==> config.mk <==
export PLATFORM = sky130hd
export DESIGN_NAME = eq_gain_regfile_flat
export DESIGN_NICKNAME = d
export VERILOG_FILES = /design/src/rtl/eq_regmap_pkg.sv /design/src/rtl/eq_gain_regfile_if.sv /design/src/rtl/eq_gain_regfile_commit_ctrl.sv /design/src/rtl/eq_gain_regfile.sv /design/src/flat_wrapper.sv
export SDC_FILE = /design/constraint.sdc
export NUM_CORES = 1
export LEC_CHECK = 0
export ABC_AREA = 1
export BUFFER_PORTS_ARGS = -buffer_cell sky130_fd_sc_hd__buf_2
export CAP_MARGIN = 10
export CORE_MARGIN = 2
export CORE_UTILIZATION = 40
export DETAILED_ROUTE_END_ITERATION = 8
export PLACE_DENSITY = 0.6
export SLEW_MARGIN = 15
export SYNTH_ARGS = -nofsm -noshare
export SYNTH_HDL_FRONTEND = slang
export SYNTH_HIERARCHICAL = 1
export SYNTH_SLANG_ARGS = --single-unit
export TNS_END_PERCENT = 20
==> constraint.sdc <==
create_clock -name clk -period 40.8 [get_ports clk]
set_input_delay 10.2 -clock clk [delete_from_list [all_inputs] [get_ports clk]]
set_output_delay 10.2 -clock clk [all_outputs]
set_load 0.05 [all_outputs]
==> src/rtl/eq_regmap_pkg.sv <==
// Register map, bit positions and commit FSM encoding shared by the
// equaliser gain register file and its commit controller.
package eq_regmap_pkg;

  typedef enum logic [0:0] {
    ST_IDLE    = 1'b0,
    ST_PENDING = 1'b1
  } commit_state_e;

  localparam int CTRL_COMMIT_BIT = 0;
  localparam int STATUS_PEND_BIT = 0;
  localparam int STATUS_ERR_BIT  = 1;

  function automatic int gain_bytes(input int gain_width);
    return (gain_width + 7) / 8;
  endfunction

  function automatic int ctrl_addr();
    return 0;
  endfunction

  // Band k, byte j (LSB byte first) of the shadow bank.
  function automatic int gain_addr(input int k, input int j, input int gb);
    return 1 + k * gb + j;
  endfunction

  function automatic int status_addr(input int n_bands, input int gb);
    return n_bands * gb + 1;
  endfunction

  function automatic int ptr_addr(input int n_bands, input int gb);
    return n_bands * gb + 2;
  endfunction

  function automatic int data_addr(input int n_bands, input int gb);
    return n_bands * gb + 3;
  endfunction

endpackage

==> src/rtl/eq_gain_regfile_if.sv <==
// Byte-wide host bus of the equaliser gain register file.
interface eq_gain_regfile_if #(
  parameter int ADDR_WIDTH = 8
);
  logic                  we;
  logic                  re;
  logic [ADDR_WIDTH-1:0] addr;
  logic [7:0]            data_in;
  logic [7:0]            data_out;
  logic                  rd_valid;

  modport master (
    output we, re, addr, data_in,
    input  data_out, rd_valid
  );

  modport slave (
    input  we, re, addr, data_in,
    output data_out, rd_valid
  );
endinterface

==> src/rtl/eq_gain_regfile_commit_ctrl.sv <==
// Commit FSM: holds a requested commit until the next sample tick, then
// fires the shadow-to-active copy and a one-cycle gain_update pulse.
module eq_commit_ctrl
  import eq_regmap_pkg::*;
(
  input  logic clk,
  input  logic rst,
  input  logic commit_req,
  input  logic sample_tick,
  output logic apply,
  output logic commit_pending,
  output logic gain_update
);

  commit_state_e state_q, state_d;
  logic          gain_update_q, gain_update_d;

  always_ff @(posedge clk or posedge rst) begin
    if (rst) begin
      state_q       <= ST_IDLE;
      gain_update_q <= 1'b0;
    end else begin
      state_q       <= state_d;
      gain_update_q <= gain_update_d;
    end
  end

  // A tick in the same cycle as the commit write is seen while still IDLE.
  always_comb begin
    state_d = state_q;
    case (state_q)
      ST_IDLE:    if (commit_req)  state_d = ST_PENDING;
      ST_PENDING: if (sample_tick) state_d = ST_IDLE;
      default:    state_d = ST_IDLE;
    endcase
  end

  always_comb begin
    apply          = (state_q == ST_PENDING) && sample_tick;
    commit_pending = (state_q == ST_PENDING);
    gain_update_d  = apply;
    gain_update    = gain_update_q;
  end

endmodule

==> src/rtl/eq_gain_regfile.sv <==
// Double-buffered equaliser gain register file: host writes a shadow bank,
// a commit copies it atomically into the active bank on the next sample tick.
module eq_gain_regfile
  import eq_regmap_pkg::*;
#(
  parameter int N_BANDS    = 10,
  parameter int GAIN_WIDTH = 24,
  parameter int ADDR_WIDTH = 8
) (
  input  logic                            clk,
  input  logic                            rst,
  eq_gain_regfile_if.slave                bus,
  input  logic                            sample_tick,
  output logic [7:0]                      configuration,
  output logic [N_BANDS*GAIN_WIDTH-1:0]   gains,
  output logic                            commit_pending,
  output logic                            gain_update
);

  localparam int GB    = gain_bytes(GAIN_WIDTH);
  localparam int L     = N_BANDS * GB;
  localparam int IDX_W = (L > 1) ? $clog2(L) : 1;

  localparam logic [ADDR_WIDTH-1:0] A_CTRL   = ADDR_WIDTH'(ctrl_addr());
  localparam logic [ADDR_WIDTH-1:0] A_GAIN0  = ADDR_WIDTH'(gain_addr(0, 0, GB));
  localparam logic [ADDR_WIDTH-1:0] A_GAINL  = ADDR_WIDTH'(gain_addr(N_BANDS - 1, GB - 1, GB));
  localparam logic [ADDR_WIDTH-1:0] A_STATUS = ADDR_WIDTH'(status_addr(N_BANDS, GB));
  localparam logic [ADDR_WIDTH-1:0] A_PTR    = ADDR_WIDTH'(ptr_addr(N_BANDS, GB));
  localparam logic [ADDR_WIDTH-1:0] A_DATA   = ADDR_WIDTH'(data_addr(N_BANDS, GB));

  if (N_BANDS * GB + 3 >= 2 ** ADDR_WIDTH) begin : g_bad_params
    $error("eq_gain_regfile: register map does not fit in ADDR_WIDTH");
  end

  logic [7:0]       shadow_q [L];
  logic [7:0]       shadow_d [L];
  logic [7:0]       active_q [L];
  logic [7:0]       active_d [L];
  logic [7:1]       ctrl_q, ctrl_d;
  logic [IDX_W-1:0] ptr_q, ptr_d;
  logic             err_q, err_d;
  logic [7:0]       data_out_q, data_out_d;
  logic             rd_valid_q, rd_valid_d;

  logic [ADDR_WIDTH-1:0] addr;
  logic                  is_ctrl, is_gain, is_status, is_ptr, is_data, is_bad;
  logic                  access, ptr_wr_bad;
  logic [IDX_W-1:0]      gidx, ptr_inc;
  logic [7:0]            rd_byte, status_byte;
  logic                  commit_req, apply;

  assign addr      = bus.addr;
  assign is_ctrl   = (addr == A_CTRL);
  assign is_gain   = (addr >= A_GAIN0) && (addr <= A_GAINL);
  assign is_status = (addr == A_STATUS);
  assign is_ptr    = (addr == A_PTR);
  assign is_data   = (addr == A_DATA);
  assign is_bad    = (addr > A_DATA);
  assign access    = bus.we || bus.re;
  assign gidx      = IDX_W'(addr - A_GAIN0);
  assign ptr_wr_bad = (int'(bus.data_in) >= L);
  assign ptr_inc   = (ptr_q == IDX_W'(L - 1)) ? '0 : ptr_q + 1'b1;

  always_comb begin
    status_byte                  = '0;
    status_byte[STATUS_PEND_BIT] = commit_pending;
    status_byte[STATUS_ERR_BIT]  = err_q;
  end

  // Reads see pre-write state, so a simultaneous write is invisible here.
  always_comb begin
    rd_byte = 8'h00;
    if (is_ctrl)        rd_byte = {ctrl_q, 1'b0};
    else if (is_gain)   rd_byte = shadow_q[gidx];
    else if (is_status) rd_byte = status_byte;
    else if (is_ptr)    rd_byte = 8'(ptr_q);
    else if (is_data)   rd_byte = shadow_q[ptr_q];
  end

  always_comb begin
    shadow_d   = shadow_q;
    ctrl_d     = ctrl_q;
    ptr_d      = ptr_q;
    err_d      = err_q;
    commit_req = 1'b0;
    if (bus.we) begin
      if (is_ctrl) begin
        ctrl_d     = bus.data_in[7:1];
        commit_req = bus.data_in[CTRL_COMMIT_BIT];
      end
      if (is_gain) shadow_d[gidx] = bus.data_in;
      if (is_status && bus.data_in[STATUS_ERR_BIT]) err_d = 1'b0;
      if (is_ptr) begin
        if (ptr_wr_bad) err_d = 1'b1;
        else            ptr_d = IDX_W'(bus.data_in);
      end
      if (is_data) shadow_d[ptr_q] = bus.data_in;
    end
    // One increment per DATA access, even when read and write coincide.
    if (access && is_data) ptr_d = ptr_inc;
    if (access && is_bad)  err_d = 1'b1;
  end

  always_comb begin
    active_d   = apply ? shadow_q : active_q;
    data_out_d = bus.re ? rd_byte : data_out_q;
    rd_valid_d = bus.re;
  end

  always_ff @(posedge clk or posedge rst) begin
    if (rst) begin
      shadow_q   <= '{default: '0};
      active_q   <= '{default: '0};
      ctrl_q     <= '0;
      ptr_q      <= '0;
      err_q      <= 1'b0;
      data_out_q <= '0;
      rd_valid_q <= 1'b0;
    end else begin
      shadow_q   <= shadow_d;
      active_q   <= active_d;
      ctrl_q     <= ctrl_d;
      ptr_q      <= ptr_d;
      err_q      <= err_d;
      data_out_q <= data_out_d;
      rd_valid_q <= rd_valid_d;
    end
  end

  eq_commit_ctrl u_commit (
    .clk            (clk),
    .rst            (rst),
    .commit_req     (commit_req),
    .sample_tick    (sample_tick),
    .apply          (apply),
    .commit_pending (commit_pending),
    .gain_update    (gain_update)
  );

  for (genvar k = 0; k < N_BANDS; k++) begin : g_band
    logic [GB*8-1:0] word;
    for (genvar j = 0; j < GB; j++) begin : g_byte
      assign word[j*8 +: 8] = active_q[gain_addr(k, j, GB) - 1];
    end
    assign gains[k*GAIN_WIDTH +: GAIN_WIDTH] = word[GAIN_WIDTH-1:0];
  end

  assign bus.data_out  = data_out_q;
  assign bus.rd_valid  = rd_valid_q;
  assign configuration = {ctrl_q, 1'b0};

endmodule

==> src/flat_wrapper.sv <==
// flat-port wrapper written by rule: the top's interface ports become plain ports
module eq_gain_regfile_flat import eq_regmap_pkg::*;
#(
  parameter int N_BANDS    = 10,
  parameter int GAIN_WIDTH = 24,
  parameter int ADDR_WIDTH = 8
)
  (clk, rst, sample_tick, configuration, gains, commit_pending, gain_update, bus_we, bus_re, bus_addr, bus_data_in, bus_data_out, bus_rd_valid);
  eq_gain_regfile_if #(.ADDR_WIDTH(ADDR_WIDTH)) bus_i ();
  input  logic clk;
  input  logic rst;
  input  logic sample_tick;
  output logic [7:0] configuration;
  output logic [N_BANDS*GAIN_WIDTH-1:0] gains;
  output logic commit_pending;
  output logic gain_update;
  input wire logic [$bits(bus_i.we)-1:0] bus_we;
  input wire logic [$bits(bus_i.re)-1:0] bus_re;
  input wire logic [$bits(bus_i.addr)-1:0] bus_addr;
  input wire logic [$bits(bus_i.data_in)-1:0] bus_data_in;
  output wire logic [$bits(bus_i.data_out)-1:0] bus_data_out;
  output wire logic [$bits(bus_i.rd_valid)-1:0] bus_rd_valid;
  assign bus_i.we = bus_we;
  assign bus_i.re = bus_re;
  assign bus_i.addr = bus_addr;
  assign bus_i.data_in = bus_data_in;
  assign bus_data_out = bus_i.data_out;
  assign bus_rd_valid = bus_i.rd_valid;
  eq_gain_regfile #(.N_BANDS(N_BANDS), .GAIN_WIDTH(GAIN_WIDTH), .ADDR_WIDTH(ADDR_WIDTH)) u_core (.clk(clk), .rst(rst), .bus(bus_i), .sample_tick(sample_tick), .configuration(configuration), .gains(gains), .commit_pending(commit_pending), .gain_update(gain_update));
endmodule
-- After elaboration in Yosys (flattened, before gate mapping)
Cells that the tools add are included.
- $add $sub $neg: 2
- multiply operators: 0
- div/mod/pow operators: 0
- $lt $le $gt $ge: 8
- equality and inequality tests: 5
- shifts and indexed selects: 0
- multiplexer cells: 35
- bitwise operators: 3
- reduce and logical (&&, ||, !) cells: 14
- operator list (operator ; count):
    two-way mux 240 bit ; 3
    bitwise mux 240 bit ; 2
    two-way mux 8 bit ; 11
    binary-select mux 8 bit (select 5 bit) ; 2
    demux 8 bit (select 5 bit) ; 2
    two-way mux 5 bit ; 5
    == test 8 x 6 -> 1 bit, second input constant ; 2
    greater-or-equal comparator 6 bit, second input constant ; 2
    < comparator 6 x 1 -> 1 bit, second input constant ; 2
    inverter 5 -> 6 bit ; 2
    two-way mux 1 bit ; 9
    == test 8 x 5 -> 1 bit, second input constant ; 1
    greater-or-equal comparator 8 x 1 -> 1 bit, second input constant ; 1
    greater-or-equal comparator 8 x 5 -> 1 bit, second input constant ; 1
    greater-than comparator 8 x 6 -> 1 bit, second input constant ; 1
    <= comparator 8 x 5 -> 1 bit, second input constant ; 1
    logical NOT 8 bit ; 1
    logical AND 1 bit ; 7
    nonzero test 2 bit ; 3
    adder 5 x 1 -> 5 bit, second input constant ; 1
    == test 5 bit, second input constant ; 1
    subtractor 5 x 1 -> 5 bit, second input constant ; 1
    AND reduction 3 bit ; 1
    != test 2 bit, second input constant ; 1
    4 further kinds ; 4
- flip-flop bits (word level): 504
- bits in latches: 0
- bits in writable memories: 0
- ROM bits: 0
- bits of input ports: 21
- output and inout bits: 259
- memories kept: 0

-- Longest topological paths before layout
Gate-level depths: netlist of the first run.
- word-level depth: 11
- gate-level depth with buffers: 20
- mapped depth without buffers: 16

-- Hierarchy
Netlist of the first run, hierarchy kept.
- modules (own cells, without submodules) (module ; times used ; cells an instance ; area an instance (um^2) ; seq. area each (um^2)):
    eq_gain_regfile ; 1 ; 2951 ; 24054.3 ; 12562.0
    eq_commit_ctrl ; 1 ; 10 ; 80.1 ; 50.0

-- Worst setup path after synthesis of the first run
No wires, ideal clock.
- path type: input to register
- from: input port bus_addr[0]
- to: register u_core.data_out_q[2] (netlist: u_core/bus.data_out[2])
- library setup time: 0.118 ns
- arrival: 12.563 ns
- required time: 40.682 ns
- path slack: 28.119 ns
- cell stages on the path: 17
- path buffers: 5
- cell sequence: buf_2 > inv_1 > clkbuf_1 > clkbuf_1 > ha_1 > xnor2_1 > buf_2 > clkbuf_1 > nand3_1 > nand3_1 > nand2_1 > nand2_1 > nand2_1 > nand2_1 > nand3_1 > nand2_1 > nand2_1
- word-level cells in the longest chain between the ends: 7
- ends and longest elaborated chain (what ; line ; source):
    start, declared ; flat_wrapper.sv:19 ; input wire logic [$bits(bus_i.addr)-1:0] bus_addr;
    subtractor 5 x 1 -> 5 bit ; eq_gain_regfile.sv:60 ; assign gidx = IDX_W'(addr - A_GAIN0);
    inverter 5 -> 6 bit (implied by the code) ; eq_gain_regfile.sv:74 ; else if (is_gain) rd_byte = shadow_q[gidx];
    binary-select mux 8 bit (select 5 bit) ; eq_gain_regfile.sv:74 ;
    two-way mux 8 bit (implied by the code) (2 in series) ; eq_gain_regfile.sv:74 ;
    two-way mux 8 bit ; eq_gain_regfile.sv:74 ;
    two-way mux 8 bit (*) ; eq_gain_regfile.sv:73 ; if (is_ctrl) rd_byte = {ctrl_q, 1'b0};
    end signal, assigned ; eq_gain_regfile.sv:125 ; data_out_q <= data_out_d;
    end, declared ; eq_gain_regfile.sv:42 ; logic [7:0] data_out_q, data_out_d;
Mark *: on every way between the ends. The rest lies on a longest branch, timed or not. The select of a mux whose other input is x is not followed.
A chain may end at the register's enable or synchronous reset.

-- Final worst setup path of the first run
- from: input port bus_addr[0]
- to: register u_core.data_out_q[1] (netlist: u_core/bus.data_out[1])
The elaborated chain is that of the path after synthesis.

==> results_dict.tcl, run 1 <==
set metrics [dict create \
    die_area_mm2 0.0623 \
    root_buffer "clkbuf_16" \
    place.detailed.hpwl_um 57700 \
    final_common_cell "nand2_1" \
    syn_inst 2961 \
    regArea_mm2 0.0126 \
    start_util_pct 40.2 \
    critPathKind "in -> reg" \
    cts_tree "built" \
    crit_required_ns 41.32 \
    post_cts_resized 0 \
    grt_pass1_vias 20413 \
    worst_slack_ns 26.80 \
    placed_cell_area_mm2 0.0258 \
    grt_overflow 0 \
    start_kind "input port" \
    worstMarginPinSlew_ns 1.07 \
    cp_max_fo 62 \
    area_growth_pct 14.2 \
    crit_top_cell "nand2_1" \
    syn-num-nets 2994 \
    leakagePower_nw 13.9 \
    outcome "finished, final reports clean" \
    track_usage_pct 26.3 \
    place_worst_setup_slack_ns 26.28 \
    gp_congestion 0.978 \
    cts_hold_buf 0 \
    grt_pass1_wl_um 126000 \
    synth_warnings 6 \
    yosys_most_used_dff "dfrtp_1" \
    slowest_delay_ns 1.04 \
    final_cell_mix "731 x nand2_1, 502 x dfrtp_1, 417 x o21ai_0, 290 x a21oi_1, 277 x buf_2" \
    peakVddDrop_mv 0.0298 \
    vias 21651 \
    totalWireLength_um 83400 \
    finalSetupViolCount 0 \
    fp.dieW_um 250 \
    powerDensity_mw_per_mm2 44.7 \
    stdcell_area_mm2 0.0276 \
    multi_input_comb_area_mm2 0.00971 \
    synthArstFlopShare_pct 100 \
    die_y_um 250 \
    synth_edf_count 0 \
    grt_max_degree 158 \
    avgSynthCellArea_um2 8.15 \
    ys_seq_elements 504 \
    antenna_found_initial 1 \
    insertedDiodeCount 0 \
    drt_iter0_drc 2530 \
    path_cells "buf_4, inv_2, ha_2, inv_1, buf_4, nor2_1, nand2_1, nand2_1, nand2_1, nand2_1, nand2_1, nand3_1, nand2_1, inv_1, nand2_1, a21oi_1" \
    crit_slowest_cell "ha_2" \
    htreeDepth 2 \
    cts.clk_slew.worst_paths_ns 0.06 \
    crit_buf_inv 5 \
    fin_nets 3153 \
    drc 0 \
    seq_area_frac_synth_pct 52.3 \
    cts_num_sinks 504 \
    max_clock_freq_mhz 71.4 \
    synth_largest_area_cell "dfrtp_1" \
    setup_tns_ns 0 \
    netlist_area_mm2 0.0241 \
    ys_types 37 \
    layout-drive-gt1-share_pct 15.7 \
    period_needed_ns 14.00 \
    ant_nets 0 \
    synth_area_leaders "dfrtp_1 52%, nand2_1 11%, o21ai_0 8.6%, a21oi_1 6.0%, nor2_1 4.0%" \
    wire_per_inst_um 21.2 \
    ios 280 \
    row_count 90 \
    portBuffers 278 \
    report.final.slew_viol_count 0 \
    synthDominantCellAreaShare_pct 52.3 \
    clk_latency_ns 0.61 \
    crit_path_end_kind "flop" \
    crit_family "buffers and inverters" \
    hold_viol 0 \
    design.core.area_mm2 0.0600 \
    cp.arrival_ns 14.52 \
    first_pass_iters 6 \
    vias_per_cell 5.50 \
    hp-class "reg -> reg" \
    fin_crit_sh_pct 34.3 \
    cts_buffers 54 \
    maxSlewHeadroom_pct 28.9 \
    post_cts_buffers 0 \
    clk_path_buf_depth 3 \
    n_fill_cell 5951 \
    drv_cap 0 \
    rsz0062_at_grt "false" \
    skew_ns 0.0181 \
]
==> area by class of cell <==
cell class	instances	share of cell area, %
inverter	234	3.24
tap	782	3.55
multi-input combinational	2024	35.2
clock inverter	18	0.695
sequential	504	45.8
clock buffer	75	5.74
timing repair buffer	302	5.76
==> Yosys cell counts (3+ instances only) <==
cell type	number
a21oi_1	290
buf_1	18
buf_2	27
buf_4	13
buf_6	15
clkbuf_1	125
dfrtp_1	504
ha_1	12
inv_1	233
mux2_2	63
nand2_1	731
nand2_2	21
nand3_1	97
nand4_1	4
nor2_1	258
nor2_2	3
nor3_1	3
o211ai_1	62
o21ai_0	417
o21ai_1	13
o22ai_1	32
==> sequential cells by signal, indices dropped and copies added (netlist names) <==
name,flops
u_core/bus.data_out,8
u_core/bus.rd_valid,1
u_core/ctrl_q,7
u_core/err_q,1
u_core/gains,240
u_core/ptr_q,5
u_core/shadow_q,240
u_core/u_commit/commit_pending,1
u_core/u_commit/gain_update,1
==> per-stage QoR <==
step,hold WS (ns),cells,utilization [%],total power (W)
2_1_floorplan,0.453,2961,-,0.000681
4_1_cts,0.487,3939,45.9,0.00124
3_3_place_gp,0.465,3846,43.0,0.000742
3_5_place_dp,0.473,3846,43.0,0.000745
5_1_grt,0.498,3939,45.9,0.00128
6_report,0.482,3939,45.9,0.00123
==> worst reg2reg max path: stages, from the launching register on <==
cell and delay [ns]:
dfrtp_4 1.00, buf_4 0.81, ha_1 0.39, nand2_1 0.30, o22ai_1 0.28, nand2_1 0.37
o21ai_0 0.32
==> path summary, 6_finish.rpt <==
path,from,endpoint,slack (ns),depth (start not counted)
setup / recovery,bus_addr[0],u_core/bus.data_out[1]$_DFFE_PP0P_,26.80,16
hold / removal,u_core/shadow_q[137]$_DFFE_PP0P_,u_core/shadow_q[137]$_DFFE_PP0P_,0.48,2
setup reg to reg,u_core/ptr_q[0]$_DFFE_PP0P_,u_core/shadow_q[163]$_DFFE_PP0P_,37.23,6
hold reg to reg,u_core/shadow_q[137]$_DFFE_PP0P_,u_core/shadow_q[137]$_DFFE_PP0P_,0.48,2
max in group asynchronous,rst,u_core/bus.data_out[3]$_DFFE_PP0P_,28.49,4
min in group asynchronous,rst,u_core/u_commit/gain_update$_DFF_PP0_,9.50,2
==> cells by family after synthesis <==
logic type                 count (synthesis)  share of synthesized area [%]
buffers and inverters                    433                           7.55
muxes                                     63                           2.94
AOI/OAI and AO/OA                        818                           17.8
xor gates and xnor gates                   4                          0.207
other                                      1                         0.0155
adders and majority gates                 12                          0.622
and+or+nand+nor                         1126                           18.6
DFF                                      504                           52.3
==> routing by layer <==
metal  up-vias  global-route usage (%)  routed length [µm]
met5         -                       0                   7
met4         2                    10.9                3580
met3       193                    4.36                6300
met2      1017                    42.7               39300
met1     10407                    35.1               34200
li1      10032                       -                   -
==> power by group <==
| group | switching, W | internal, W | total [W] |
|---|---|---|---|
| clock | 0.000205 | 0.000288 | 0.000493 |
| combinational | 0.000146 | 0.0000450 | 0.000191 |
| sequential | 0.0000226 | 0.000524 | 0.000547 |
| total | 0.000374 | 0.000857 | 0.00123 |
Note: power is estimated with default switching activity, not from simulation.
==> inputs of run 2 (changes only) <==
--- a/config.mk
+++ b/config.mk
@@ -11,7 +11,7 @@
 export CORE_MARGIN = 2
 export CORE_UTILIZATION = 40
 export DETAILED_ROUTE_END_ITERATION = 8
-export PLACE_DENSITY = 0.6
+export PLACE_DENSITY = 0.62
 export SLEW_MARGIN = 15
 export SYNTH_ARGS = -nofsm -noshare
 export SYNTH_HDL_FRONTEND = slang
==> constraint.sdc (replaced) <==
create_clock -name clk -period 12.84 [get_ports clk]
set_input_delay 3.21 -clock clk [delete_from_list [all_inputs] [get_ports clk]]
set_output_delay 3.21 -clock clk [all_outputs]
set_load 0.05 [all_outputs]
==> results_dict.tcl, run 2 (synthesis gave the netlist of run 1 again) <==
set metrics [dict create \
    place_worst_setup_slack_ns 5.92 \
    htreeDepth 2 \
    critPathKind "in -> reg" \
    grt_pass1_vias 19955 \
    grt_max_degree 198 \
    ant_nets 0 \
    insertedDiodeCount 0 \
    start_util_pct 40.2 \
    crit_top_cell "nand2_1" \
    rsz0062_at_grt "false" \
    dp.cells 3846 \
    worstMarginPinSlew_ns 1.07 \
    fin_crit_sh_pct 49.6 \
    final_cell_mix "731 x nand2_1, 502 x dfrtp_1, 417 x o21ai_0, 290 x a21oi_1, 277 x buf_2" \
    start_kind "input port" \
    totalWireLength_um 83600 \
    maxSlewHeadroom_pct 28.8 \
    cts_buffers 55 \
    final-instance-count-excl-fill 3949 \
    area_growth_pct 15.1 \
    cts_tree "built" \
    cts.clk_slew.worst_paths_ns 0.07 \
    grt_overflow 0 \
    slowest_delay_ns 1.01 \
    gp_congestion 0.968 \
    ios 280 \
    max_clock_freq_mhz 157 \
    outcome "finished, final reports clean" \
    worst_slack_ns 6.47 \
    design.core.area_mm2 0.0600 \
    crit_path_end_kind "flop" \
    die_area_mm2 0.0623 \
    utilization_pct 46.3 \
    whs_path_depth 2 \
    drc 0 \
    wire_per_inst_um 21.2 \
    fp.dieW_um 250 \
    antenna_found_initial 2 \
    period_needed_ns 6.37 \
    skew_ns 0.0205 \
    report.final.slew_viol_count 0 \
    row_count 90 \
    crit_required_ns 13.37 \
    vias_per_cell 5.43 \
    final_common_cell "nand2_1" \
    clk_latency_ns 0.62 \
    setup_tns_ns 0 \
    crit_slowest_cell "ha_2" \
    root_buffer "clkbuf_16" \
    portBuffers 278 \
    finalSetupViolCount 0 \
    drv_cap 0 \
    post_cts_resized 0 \
    r2r_cells 7 \
    path_cells "buf_4, inv_2, buf_4, ha_2, inv_1, buf_4, nor2_1, nand2_1, nand2_1, nand2_1, nand2_1, nand2_1, nand3_1, nand2_1, inv_1, nand2_1, a21oi_1" \
    track_usage_pct 26.5 \
    cts_num_sinks 504 \
    layout-drive-gt1-share_pct 16.0 \
    grt_pass1_wl_um 127000 \
    n_fill_cell 6046 \
    hp-class "reg -> reg" \
    hold_slack_ns 0.482 \
    vias 21458 \
    peakVddDrop_mv 0.0831 \
    cp_max_fo 67 \
    hold_viol 0 \
    clk_path_buf_depth 3 \
    cp.arrival_ns 6.91 \
    cts_hold_buf 0 \
    leakagePower_nw 14.0 \
    die_y_um 250 \
    first_pass_iters 6 \
    place.detailed.hpwl_um 57100 \
    post_cts_buffers 0 \
    fin_nets 3154 \
    drt_iter0_drc 2455 \
    powerDensity_mw_per_mm2 146 \
]
==> run 2: layout make-up <==
class                           instances  area, µm²  share of cell area (%)
Multi-Input combinational cell       2024       9720                    35.0
Sequential cell                       504      12600                    45.4
Clock inverter                         33        398                    1.43
Tap cell                              782        978                    3.52
Clock buffer                           70       1560                    5.60
Inverter                              234        890                    3.20
Timing Repair Buffer                  302       1610                    5.80
==> run 2: stage by stage <==
| step | power (W) | area [µm²] |
|---|---|---|
| floorplan | 0.00217 | 24100 |
| global placement | 0.00237 | 25800 |
| detailed placement | 0.00237 | 25800 |
| CTS | 0.00408 | 27800 |
| global route | 0.00422 | 27800 |
| finish | 0.00406 | 27800 |
==> run 2: critical path: cells and delay by family <==
kind	cells	cell delay (ns)
buffers and inverters	6	1.36
AND/OR/NAND/NOR	9	1.07
AO/OA/AOI/OAI	1	0.13
adder cells (fa/ha/maj)	1	1.01
==> run 2: final timing paths <==
kind,end,start,slack (ns)
setup reg to reg,u_core/shadow_q[136]$_DFFE_PP0P_,u_core/ptr_q[0]$_DFFE_PP0P_,9.16
max in group asynchronous,u_core/gains[95]$_DFFE_PP0P_,rst,7.54
min in group asynchronous,u_core/u_commit/gain_update$_DFF_PP0_,rst,2.48
hold / removal,u_core/shadow_q[153]$_DFFE_PP0P_,u_core/shadow_q[153]$_DFFE_PP0P_,0.48
setup / recovery,u_core/bus.data_out[1]$_DFFE_PP0P_,bus_addr[0],6.47
hold reg to reg,u_core/shadow_q[153]$_DFFE_PP0P_,u_core/shadow_q[153]$_DFFE_PP0P_,0.48
==> run 2: metal layers <==
metal | share of wire [%] | track usage [%]
met5 | 0.032 | 0
met4 | 4.1 | 10.8
met3 | 7.3 | 3.99
met2 | 46 | 41.5
met1 | 43 | 36.9
==> run 2: where the power goes <==
group / leakage, nW / switching [W] / internal, W
clock network: 0.964 / 0.000688 / 0.00102
logic: 6.16 / 0.000465 / 0.000144
registers: 6.91 / 0.0000769 / 0.00166
total: 14.0 / 0.00123 / 0.00283
